## src/rtl/vga_frame_scanner_if.sv

```systemverilog
// Framebuffer read port and VGA pin bundle for vga_frame_scanner.
// The read port has no handshake: pixel is valid a fixed MEM_LATENCY clocks after DataAdrVGA changes.
interface vga_frame_scanner_if;
  logic [31:0] pixel;
  logic [31:0] DataAdrVGA;
  logic        vga_hsync;
  logic        vga_vsync;
  logic        vga_blank_n;
  logic [7:0]  vga_r;
  logic [7:0]  vga_g;
  logic [7:0]  vga_b;
  logic        frame_start;

  modport master (
    input  pixel,
    output DataAdrVGA, vga_hsync, vga_vsync, vga_blank_n,
           vga_r, vga_g, vga_b, frame_start
  );

  modport slave (
    output pixel,
    input  DataAdrVGA, vga_hsync, vga_vsync, vga_blank_n,
           vga_r, vga_g, vga_b, frame_start
  );
endinterface

```

## src/rtl/vga_frame_scanner.sv

```systemverilog
// VGA timing generator and framebuffer scanner with power-of-two upscaling.
// Sync and blank flags ride a PIPE-deep delay line so they leave aligned with the colour.
module vga_frame_scanner #(
  parameter int H_ACTIVE         = 640,
  parameter int H_FP             = 16,
  parameter int H_SYNC           = 96,
  parameter int H_BP             = 48,
  parameter int V_ACTIVE         = 480,
  parameter int V_FP             = 10,
  parameter int V_SYNC           = 2,
  parameter int V_BP             = 33,
  parameter int SYNC_ACTIVE_HIGH = 0,
  parameter int IMG_W            = 256,
  parameter int IMG_H            = 256,
  parameter int IMG_X0           = 0,
  parameter int IMG_Y0           = 0,
  parameter int SCALE_LOG2       = 0,
  parameter int MEM_LATENCY      = 1
) (
  input  logic                  clk,
  input  logic                  reset,
  input  logic                  enabled,
  input  logic                  color_mode,
  input  logic [23:0]           bg_color,
  vga_frame_scanner_if.master   bus
);
  localparam int H_TOTAL = H_ACTIVE + H_FP + H_SYNC + H_BP;
  localparam int V_TOTAL = V_ACTIVE + V_FP + V_SYNC + V_BP;
  localparam int PIPE    = MEM_LATENCY + 2;
  localparam int HW      = $clog2(H_TOTAL);
  localparam int VW      = $clog2(V_TOTAL);

  localparam logic [31:0] H_ACT32 = 32'(H_ACTIVE);
  localparam logic [31:0] V_ACT32 = 32'(V_ACTIVE);
  localparam logic [31:0] HS_LO   = 32'(H_ACTIVE + H_FP);
  localparam logic [31:0] HS_HI   = 32'(H_ACTIVE + H_FP + H_SYNC);
  localparam logic [31:0] VS_LO   = 32'(V_ACTIVE + V_FP);
  localparam logic [31:0] VS_HI   = 32'(V_ACTIVE + V_FP + V_SYNC);
  localparam logic [31:0] X_LO    = 32'(IMG_X0);
  localparam logic [31:0] X_HI    = 32'(IMG_X0 + (IMG_W << SCALE_LOG2));
  localparam logic [31:0] Y_LO    = 32'(IMG_Y0);
  localparam logic [31:0] Y_HI    = 32'(IMG_Y0 + (IMG_H << SCALE_LOG2));
  localparam logic        SYNC_ON = 1'(SYNC_ACTIVE_HIGH);

  // Everything the output stage needs to know about one screen position.
  typedef struct packed {
    logic fs;
    logic hs;
    logic vs;
    logic act;
    logic img;
    logic en;
    logic cm;
  } flags_t;

  logic [HW-1:0] hx;
  logic [VW-1:0] vy;
  logic          en_lat;
  logic          cm_lat;
  logic [31:0]   hx32;
  logic [31:0]   vy32;
  logic [31:0]   dx;
  logic [31:0]   dy;
  logic [31:0]   src_adr;
  logic          at_origin;
  flags_t        cur;
  flags_t        dly [PIPE-1];
  flags_t        last;
  logic [23:0]   next_rgb;
  logic          unused_pixel_bits;

  assign unused_pixel_bits = ^bus.pixel[31:24];

  always_comb begin
    hx32      = 32'(hx);
    vy32      = 32'(vy);
    dx        = hx32 - X_LO;
    dy        = vy32 - Y_LO;
    src_adr   = (dy >> SCALE_LOG2) * 32'(IMG_W) + (dx >> SCALE_LOG2);
    at_origin = (hx == '0) && (vy == '0);
    cur       = '0;
    cur.fs    = at_origin;
    cur.hs    = (hx32 >= HS_LO) && (hx32 < HS_HI);
    cur.vs    = (vy32 >= VS_LO) && (vy32 < VS_HI);
    cur.act   = (hx32 < H_ACT32) && (vy32 < V_ACT32);
    cur.img   = cur.act && (hx32 >= X_LO) && (hx32 < X_HI)
                        && (vy32 >= Y_LO) && (vy32 < Y_HI);
    // The frame's own origin pixel already sees the freshly sampled mode bits.
    cur.en    = at_origin ? enabled    : en_lat;
    cur.cm    = at_origin ? color_mode : cm_lat;
  end

  always_comb begin
    last     = dly[PIPE-2];
    next_rgb = '0;
    if (!last.act)     next_rgb = '0;
    else if (!last.en) next_rgb = 24'hFF_FFFF;
    else if (!last.img) next_rgb = bg_color;
    else if (last.cm)  next_rgb = bus.pixel[23:0];
    else               next_rgb = {3{bus.pixel[7:0]}};
  end

  always_ff @(posedge clk) begin
    if (reset) begin
      hx              <= '0;
      vy              <= '0;
      en_lat          <= 1'b0;
      cm_lat          <= 1'b0;
      bus.DataAdrVGA  <= '0;
      for (int i = 0; i < PIPE-1; i++) dly[i] <= '0;
      bus.vga_hsync   <= ~SYNC_ON;
      bus.vga_vsync   <= ~SYNC_ON;
      bus.vga_blank_n <= 1'b0;
      bus.frame_start <= 1'b0;
      bus.vga_r       <= '0;
      bus.vga_g       <= '0;
      bus.vga_b       <= '0;
    end else begin
      if (hx == HW'(H_TOTAL-1)) begin
        hx <= '0;
        vy <= (vy == VW'(V_TOTAL-1)) ? '0 : vy + 1'b1;
      end else begin
        hx <= hx + 1'b1;
      end
      if (at_origin) begin
        en_lat <= enabled;
        cm_lat <= color_mode;
      end
      if (cur.img) bus.DataAdrVGA <= src_adr;
      dly[0] <= cur;
      for (int i = 1; i < PIPE-1; i++) dly[i] <= dly[i-1];
      bus.vga_hsync   <= last.hs ? SYNC_ON : ~SYNC_ON;
      bus.vga_vsync   <= last.vs ? SYNC_ON : ~SYNC_ON;
      bus.vga_blank_n <= last.act;
      bus.frame_start <= last.fs;
      bus.vga_r       <= next_rgb[23:16];
      bus.vga_g       <= next_rgb[15:8];
      bus.vga_b       <= next_rgb[7:0];
    end
  end
endmodule

```

## src/flat_wrapper.sv

```systemverilog
// flat-port wrapper written by rule: the top's interface ports become plain ports
module vga_frame_scanner_flat 
#(
  parameter int H_ACTIVE         = 640,
  parameter int H_FP             = 16,
  parameter int H_SYNC           = 96,
  parameter int H_BP             = 48,
  parameter int V_ACTIVE         = 480,
  parameter int V_FP             = 10,
  parameter int V_SYNC           = 2,
  parameter int V_BP             = 33,
  parameter int SYNC_ACTIVE_HIGH = 0,
  parameter int IMG_W            = 256,
  parameter int IMG_H            = 256,
  parameter int IMG_X0           = 0,
  parameter int IMG_Y0           = 0,
  parameter int SCALE_LOG2       = 0,
  parameter int MEM_LATENCY      = 1
)
  (clk, reset, enabled, color_mode, bg_color, bus_pixel, bus_DataAdrVGA, bus_vga_hsync, bus_vga_vsync, bus_vga_blank_n, bus_vga_r, bus_vga_g, bus_vga_b, bus_frame_start);
  vga_frame_scanner_if bus_i ();
  input  logic clk;
  input  logic reset;
  input  logic enabled;
  input  logic color_mode;
  input  logic [23:0] bg_color;
  input wire logic [$bits(bus_i.pixel)-1:0] bus_pixel;
  output wire logic [$bits(bus_i.DataAdrVGA)-1:0] bus_DataAdrVGA;
  output wire logic [$bits(bus_i.vga_hsync)-1:0] bus_vga_hsync;
  output wire logic [$bits(bus_i.vga_vsync)-1:0] bus_vga_vsync;
  output wire logic [$bits(bus_i.vga_blank_n)-1:0] bus_vga_blank_n;
  output wire logic [$bits(bus_i.vga_r)-1:0] bus_vga_r;
  output wire logic [$bits(bus_i.vga_g)-1:0] bus_vga_g;
  output wire logic [$bits(bus_i.vga_b)-1:0] bus_vga_b;
  output wire logic [$bits(bus_i.frame_start)-1:0] bus_frame_start;
  assign bus_i.pixel = bus_pixel;
  assign bus_DataAdrVGA = bus_i.DataAdrVGA;
  assign bus_vga_hsync = bus_i.vga_hsync;
  assign bus_vga_vsync = bus_i.vga_vsync;
  assign bus_vga_blank_n = bus_i.vga_blank_n;
  assign bus_vga_r = bus_i.vga_r;
  assign bus_vga_g = bus_i.vga_g;
  assign bus_vga_b = bus_i.vga_b;
  assign bus_frame_start = bus_i.frame_start;
  vga_frame_scanner #(.H_ACTIVE(H_ACTIVE), .H_FP(H_FP), .H_SYNC(H_SYNC), .H_BP(H_BP), .V_ACTIVE(V_ACTIVE), .V_FP(V_FP), .V_SYNC(V_SYNC), .V_BP(V_BP), .SYNC_ACTIVE_HIGH(SYNC_ACTIVE_HIGH), .IMG_W(IMG_W), .IMG_H(IMG_H), .IMG_X0(IMG_X0), .IMG_Y0(IMG_Y0), .SCALE_LOG2(SCALE_LOG2), .MEM_LATENCY(MEM_LATENCY)) u_core (.clk(clk), .reset(reset), .enabled(enabled), .color_mode(color_mode), .bg_color(bg_color), .bus(bus_i));
endmodule
```

## config.mk

```make
export PLATFORM = sky130hd
export DESIGN_NAME = vga_frame_scanner_flat
export DESIGN_NICKNAME = d
export VERILOG_FILES = /design/src/rtl/vga_frame_scanner_if.sv /design/src/rtl/vga_frame_scanner.sv /design/src/flat_wrapper.sv
export SDC_FILE = /design/constraint.sdc
export NUM_CORES = 1
export LEC_CHECK = 0
export ABC_AREA = 1
export BUFFER_PORTS_ARGS = -buffer_cell sky130_fd_sc_hd__buf_2
export CORE_ASPECT_RATIO = 1.2
export CORE_MARGIN = 3
export CORE_UTILIZATION = 54
export DETAILED_ROUTE_END_ITERATION = 12
export GPL_TIMING_DRIVEN = 0
export PLACE_DENSITY_LB_ADDON = 0.08
export SLEW_MARGIN = 20
export SYNTH_ARGS = -nofsm -noshare
export SYNTH_HDL_FRONTEND = slang
export SYNTH_SLANG_ARGS = --single-unit
```

## constraint.sdc

```tcl
create_clock -name clk -period 3.6 [get_ports clk]
set_input_delay 0.72 -clock clk [delete_from_list [all_inputs] [get_ports clk]]
set_output_delay 0.72 -clock clk [all_outputs]
set_load 0.005 [all_outputs]
```

* Word level (Yosys, flattened, before mapping) *
Memories as Yosys holds them, arrays and structs flattened.
Index checks and enable logic that the tools add are counted.

cells by class
  eq/ne operators = 2
  add/sub/neg operators = 3
  reductions and logical operators = 10
  magnitude comparators = 8
  mux-type cells = 13
  bitwise gates (word level) = 3

operators by type and width
  kind                                                                number
  2-to-1 mux 24 bit                                                   3
  < comparator 10 x 9 -> 1 bit, second input constant                 4
  adder 10 x 1 -> 10 bit, second input constant                       2
  == test 10 bit, second input constant                               2
  zero test 10 bit                                                    2
  < comparator 10 bit, second input constant                          2
  adder 18 x 10 -> 19 bit                                             1
  2-to-1 mux 7 bit                                                    2
  greater-or-equal comparator 10 bit, second input constant           1
  greater-or-equal comparator 10 x 9 -> 1 bit, second input constant  1
  2-to-1 mux 10 bit                                                   1
  2-to-1 mux 1 bit                                                    7
  logical AND 1 bit                                                   6
  OR reduction 2 bit                                                  2
  bitwise OR 1 bit                                                    2
  inverter 1 bit                                                      1

word-level totals
  output and inout bits = 60
  memories = 1
  logic and storage cells = 52
  bits in writable memories = 14
  flip-flop bits (word level) = 82

memory list
  memory      words  bits a word  read ports  clocked after memory_dff  wr ports  line                     RTL
  u_core.dly  2      7            2           0                         2         vga_frame_scanner.sv:67  flags_t dly [PIPE-1];

* Longest topological paths before layout *
Gate-level depths: netlist of run 1.

  word-level depth = 5
  depth in mapped cells = 9
  depth with buffers taken out = 9

* Worst setup path after synthesis of run 1 *
Ideal clock, no wire load.

  path type = input port to flip-flop
  start point = input reset
  end point = register u_core.bus.vga_b[3] (netlist name)
  data required time = 3,526 ps
  stages = 5
  arrival time = 1,463 ps
  setup slack = 2,063 ps
  buffers on the path = 2
  setup time = 74 ps
  path through = buf_2 -> inv_2 -> nand2_1 -> buf_2 -> a31oi_1

on the way
  cells in the longest elaborated chain, start to end = 1

RTL lines
  element                       line                        RTL
  from (decl)                   flat_wrapper.sv:23          input logic reset;
  OR reduction 2 bit (no line)  -
  to (signal assigned)          vga_frame_scanner.sv:138    bus.vga_b <= next_rgb[7:0];
  to (decl)                     vga_frame_scanner_if.sv:17  vga_r, vga_g, vga_b, frame_start

Every way passes these cells.
A chain may end at the register's enable or synchronous reset.

* Worst setup path in the final report of run 1 *
  start point = register u_core.hx[8]
  end point = register u_core.bus.DataAdrVGA[14]

on the way
  cells in the longest elaborated chain, start to end = 4
  elaborated cells between the ends (all ways) = 6

RTL lines
  element                 line                        RTL
  from (decl)             vga_frame_scanner.sv:56     logic [HW-1:0] hx;
  from (signal assigned)  vga_frame_scanner.sv:123    hx <= hx + 1'b1;
  < comparator 10 bit     vga_frame_scanner.sv:85     cur.act = (hx32 < H_ACT32) && (vy32 < V_ACT32);
  logical AND 1 bit       vga_frame_scanner.sv:85
  logical AND 1 bit       vga_frame_scanner.sv:86     cur.img = cur.act && (hx32 >= X_LO) && (hx32 < X_HI)
  logical AND 1 bit       vga_frame_scanner.sv:87     && (vy32 >= Y_LO) && (vy32 < Y_HI);
  to (signal assigned)    vga_frame_scanner.sv:129    if (cur.img) bus.DataAdrVGA <= src_adr;
  to (decl)               vga_frame_scanner_if.sv:16  output DataAdrVGA, vga_hsync, vga_vsync, vga_blank_n,

Parallel ways exist; a longest one is shown, timed or not.

==> flow_summary.ini, run 1 <==
[pwr]
p_per_area_nw_per_um2 = 411
vdd_drop_max_uv = 320
p_leak_nw = 2.30
power_mw = 1.85

[cts]
hold_buffers = 0
cts_tree = done
clock_sinks = 81
cts_resized = 0
cts-buffers-inserted = 9
postCtsSetupRepairBufs = 0
path_clk_slew_ns = 0.08
clk_latency_ns = 0.35
root_buffer = clkbuf_8
clk_path_buf_depth = 2
htreeDepth = 3

[synthesis]
avgSynthCellArea_um2 = 7.23
seq_area_frac_synth = 0.447
yosysTopAreaCell = dfxtp_1
ys_seq_elements = 81
synthTopCellsByArea = dfxtp_1 (45%), nand2_1 (16%), nor2_1 (6.3%), inv_1 (4.2%), a31oi_1 (4.1%)
synth-edff-count = 0
synth_flop_cell = dfxtp_1
postSynthCellCount = 502
synthMostInstantiatedCell = nand2_1
netlist_top_cells_count = nand2_1 (153), dfxtp_1 (81), nor2_1 (61)
synth_area_um2 = 3630
synth.distinct_cells = 33
ys_async_sr_fraction = 0
synth_top_area_share = 0.447
yosysWarnings = 0

[finish]
antenna_cells = 0
fin_nets = 689
drive_gt1_frac = 0.255
synthToLayoutAreaGrowth_pct = 23.7
design_area_um2 = 4490

[floorplan]
die_area_um2 = 7740
ios = 120
rows = 32
die_h_um = 95.8
die_w_um = 80.8
core_area_um2 = 6490
start_util = 0.559

[outcome]
status = finished, final reports clean

[placement]
hpwl_um = 7070
placed_cell_area_um2 = 4260
place_ws_ns = 1.74
portBuffers = 97
place.gp.congestion = 0.920

[critical_path]
crit_arrival_ns = 1.97
startpoint_type = flip-flop
crit_buf_inv = 1
path_cells = ha_1 -> fa_1 -> nand2_1 -> o21ai_0 -> nand3_1 -> nand2_1 -> inv_1
end_kind = flip-flop
required_ns = 3.86
cpPeakStageDelay_ns = 0.46
criticalPathCategory = flip-flop to flip-flop
cp_max_fo = 6
crit_family = adder cells
crit_top_cell = nand2_1
cp_slowest_cell = dfxtp_1

[global_routing]
grt_remaining_overflow = 0
grt_use_total = 0.248
grt_pass1_vias = 3298
grt_max_degree = 16
grtUsageMet1 = 0.279
antenna_found_initial = 0
met3_usage = 0.0365
grt_pass1_wl_um = 14900
use_met2 = 0.436
grt.busiest_layer = met2

[worst_hold_path]
min_path_type = flip-flop to flip-flop

[drt]
via_per_inst = 5.05
post_drt_wl_per_cell_um = 13.1
drt-initial-drc-count = 140
drc = 0
drt_pass1_iterations = 5
vias = 3599
finalWirelength_um = 9300
antenna_left = 0

[run]
drv_cap = 0

[sta]
finalMaxSlewViolations = 0
worst_pin_slew_ns = 0.533
finalWorstSetupSlack_ns = 1.89
clock_skew_ns = 0.00914
hold_viol = 0
layout_min_cycle_time_ns = 1.71
finalCritPeriodShare = 0.475
slew_headroom = 0.645
fin_setup_tns_ns = 0
setup-violations-final = 0
clock.fmax_mhz = 585
rsz0062_at_grt = false
==> flip-flops by register name, indices dropped and copies added (netlist names) <==
register / cells
u_core.bus.DataAdrVGA: 19
u_core.bus.vga_b: 8
u_core.bus.vga_g: 8
u_core.vy: 10
u_core.hx: 10
u_core.bus.vga_r: 8
u_core.dly: 14
u_core.bus.frame_start: 1
u_core.bus.vga_blank_n: 1
u_core.bus.vga_hsync: 1
u_core.bus.vga_vsync: 1
==> final cells by class <==
type / instances / area, um2
plain buffers: 34 / 193
well taps: 85 / 106
inverters: 47 / 178
clock buffers: 9 / 124
repair buffers: 97 / 485
clock inverters: 7 / 100
multi-input cells: 352 / 1680
fillers: 602 / 2000
flip-flops and latches: 81 / 1620
==> layer usage <==
layer | vias up | part of all wire
li1 | 1820 | -
met1 | 1589 | 0.39
met2 | 162 | 0.49
met3 | 28 | 0.085
met4 | 0 | 0.035
met5 | - | 0
==> cells in the final DEF, fill, tap and decap left out, types with 3 or more instances in the layout <==
cell / synthesis / routed
clkbuf_1: 5 / 5
nor3_1: 3 / 3
nand2_2: 3 / 3
clkbuf_8: 0 / 9
buf_4: 13 / 13
a21oi_1: 20 / 20
o21ai_0: 17 / 17
ha_1: 6 / 6
inv_2: 5 / 5
xor2_1: 3 / 3
nor2_4: 3 / 3
dfxtp_1: 81 / 81
inv_6: 0 / 3
nor2_1: 61 / 61
nand3_1: 16 / 16
nand2_1: 153 / 153
buf_1: 3 / 3
conb_1: 1 / 13
nand4_1: 13 / 13
nor2_2: 3 / 3
buf_2: 12 / 109
a31oi_1: 24 / 24
inv_1: 41 / 41
==> cells by family after synthesis <==
kind of cell	share of synthesized area
DFF	0.447
adders and majority gates	0.0262
AOI/OAI and AO/OA	0.102
and+or+nand+nor	0.312
xor gates and xnor gates	0.00966
other	0.00103
buffers and inverters	0.102
==> report_power, final <==
group          leakage, nW  switching, mW  internal, mW  total [mW]
sequential           0.660         0.0108         0.922       0.933
combinational         1.53         0.0998        0.0721       0.172
clock                0.115          0.344         0.398       0.742
total                 2.30          0.455          1.39        1.85
==> per-stage QoR <==
| step | utilization | hold WS [ns] | cells |
|---|---|---|---|
| 4_1_cts | 0.692 | 0.380 | 712 |
| 5_1_grt | 0.692 | 0.400 | 712 |
| 2_1_floorplan | - | 0.351 | 514 |
| 6_report | 0.692 | 0.380 | 712 |
| 3_5_place_dp | 0.657 | 0.360 | 696 |
| 3_3_place_gp | 0.657 | 0.359 | 696 |
==> worst paths after layout <==
| kind | from | endpoint | slack, ns | cells past startpoint |
|---|---|---|---|---|
| setup / recovery | u_core.hx[8] | u_core.bus.DataAdrVGA[14] | 1.89 | 7 |
| hold / removal | u_core.dly[0][11] | u_core.bus.vga_vsync | 0.38 | 1 |
| setup reg to reg | u_core.hx[8] | u_core.bus.DataAdrVGA[14] | 1.89 | 7 |
| hold reg to reg | u_core.dly[0][11] | u_core.bus.vga_vsync | 0.38 | 1 |
Power figures use the tool's default switching activity.
==> inputs of run 2 (changes only) <==
- CORE_UTILIZATION: 54 -> 45
- clock period: 3.6 -> 1.5 ns (I/O delays scaled with it)
==> run 2 against run 1 <==
  * Global-route usage decreased by 4.0 points
  * Cell area increased by 1.2%
  * Utilization decreased by 11 points
  * Critical path depth decreased by 2
  * Critical path type unchanged
  * Critical endpoint is now u_core.bus.DataAdrVGA[12]
  * Highest routed layer unchanged
==> flow_summary.ini, run 2 (same netlist as run 1, synthesis figures left out) <==
[drt]
via_per_inst = 4.88
drt_pass1_iterations = 5
finalWirelength_um = 9640
drt-initial-drc-count = 137
wl_met2_um = 4650
antenna_left = 0
dr_wl_met3_um = 688
vias = 3529
drt-met1-wl_um = 4000
post_drt_wl_per_cell_um = 13.3
top_layer = met4
drc = 0

[cts]
clock_sinks = 81
cts-buffers-inserted = 9
htreeDepth = 3
cts_tree = done
root_buffer = clkbuf_8
path_clk_slew_ns = 0.09
clk_latency_ns = 0.35
clk_path_buf_depth = 2

[finish]
largest_reg_flops = 19
antenna_cells = 0
synthToLayoutAreaGrowth_pct = 25.2
fin_nets = 693
final_common_cell = nand2_1
drive_gt1_frac = 0.279
regMostFlops = u_core.bus.DataAdrVGA
final_cell_mix = nand2_1 (151), buf_2 (109), dfxtp_1 (74)
n_fill_cell = 766
reg_top3 = u_core.bus.DataAdrVGA: 19 flops, u_core.dly: 14 flops

[placement]
place.gp.congestion = 0.851
portBuffers = 97
place_ws_ns = -0.125
hpwl_um = 7370

[critical_path]
end_kind = flip-flop
required_ns = 1.74
cp_max_fo = 5
worstReg2RegStart = u_core.hx[8]
startpoint = u_core.hx[8]
crit_arrival_ns = 1.68
startpoint_type = flip-flop
criticalPathCategory = flip-flop to flip-flop

[sta]
finalMaxSlewViolations = 0
clock.fmax_mhz = 693
rsz0062_at_grt = true
setup-violations-final = 0
finalWorstSetupSlack_ns = 0.0576
hold_viol = 0
clock_skew_ns = 0.00819
layout_min_cycle_time_ns = 1.44
finalCritPeriodShare = 0.962

[worst_hold_path]
min_path_type = primary input to flip-flop
hold_start = bg_color[6]

[global_routing]
grt_remaining_overflow = 0
grt_pass1_wl_um = 14900
grt_use_total = 0.208
grt_pass1_vias = 3214
grt_max_degree = 15
antenna_found_initial = 0

[floorplan]
die_area_um2 = 9180
ios = 120
rows = 35
die_w_um = 88.0
die_h_um = 104
core_area_um2 = 7750
start_util = 0.468

[pwr]
p_leak_nw = 2.30
vdd_drop_max_uv = 570
p_per_area_nw_per_um2 = 908
power_mw = 4.12

[run]
drv_cap = 0

[outcome]
status = finished, final reports clean
run 2: critical path, stage by stage, from the launching register on:
cell and delay (ns):
dfxtp_4 0.38, ha_4 0.17, fa_2 0.45, nand2_4 0.10
xor2_2 0.15, a21oi_1 0.08
run 2: worst paths after layout:
| path | to | slack [ns] | cells past startpoint |
|---|---|---|---|
| setup / recovery | u_core.bus.DataAdrVGA[12] | 0.06 | 5 |
| hold / removal | u_core.bus.vga_b[6] | 0.21 | 3 |
| setup reg to reg | u_core.bus.DataAdrVGA[12] | 0.06 | 5 |
| hold reg to reg | u_core.bus.vga_vsync | 0.38 | 1 |
run 2: area by class of cell:
| cell class | instances | area [um2] | share of cell area |
|---|---|---|---|
| inverter | 47 | 178 | 0.0391 |
| tap | 92 | 115 | 0.0254 |
| sequential | 81 | 1640 | 0.360 |
| timing repair buffer | 100 | 508 | 0.112 |
| clock buffer | 11 | 141 | 0.0311 |
| clock inverter | 5 | 38.8 | 0.00854 |
| buffer | 34 | 193 | 0.0424 |
| multi-input combinational | 353 | 1730 | 0.381 |
run 2: where the power goes:
| part | leakage (nW) | switching [mW] | total (mW) | internal, mW |
|---|---|---|---|---|
| Combinational | 1.56 | 0.241 | 0.414 | 0.174 |
| Clock | 0.0782 | 0.819 | 1.47 | 0.652 |
| Sequential | 0.663 | 0.0262 | 2.24 | 2.21 |
| Total | 2.30 | 1.09 | 4.12 | 3.04 |
run 2: layer usage:
layer | track usage | vias to the layer above
met2 | 0.356 | 140
met1 | 0.238 | 1540
li1 | - | 1827
met5 | 0 | -
met4 | 0.105 | 0
met3 | 0.0404 | 22
run 2: metrics by stage:
stage          cell area, um2  hold WS (ns)  TNS, ns  cells  utilization
3_5_place_dp             4270         0.365   -0.238    703        0.551
2_1_floorplan            3670         0.351        0    514            -
6_report                 4540         0.207        0    723        0.586
4_1_cts                  4480         0.183        0    721        0.578
3_3_place_gp             4270         0.360   -0.144    703        0.551
5_1_grt                  4540         0.202  -0.0380    723        0.586
run 2: timing repair:
item | CTS | global route
setup endpoints to repair | 12 | 15
gates resized for setup | 7 | 13
pin swaps | 3 | 4
hold buffers | 0 | 0
cloned | 1 | 0
buffers inserted | 1 | 2
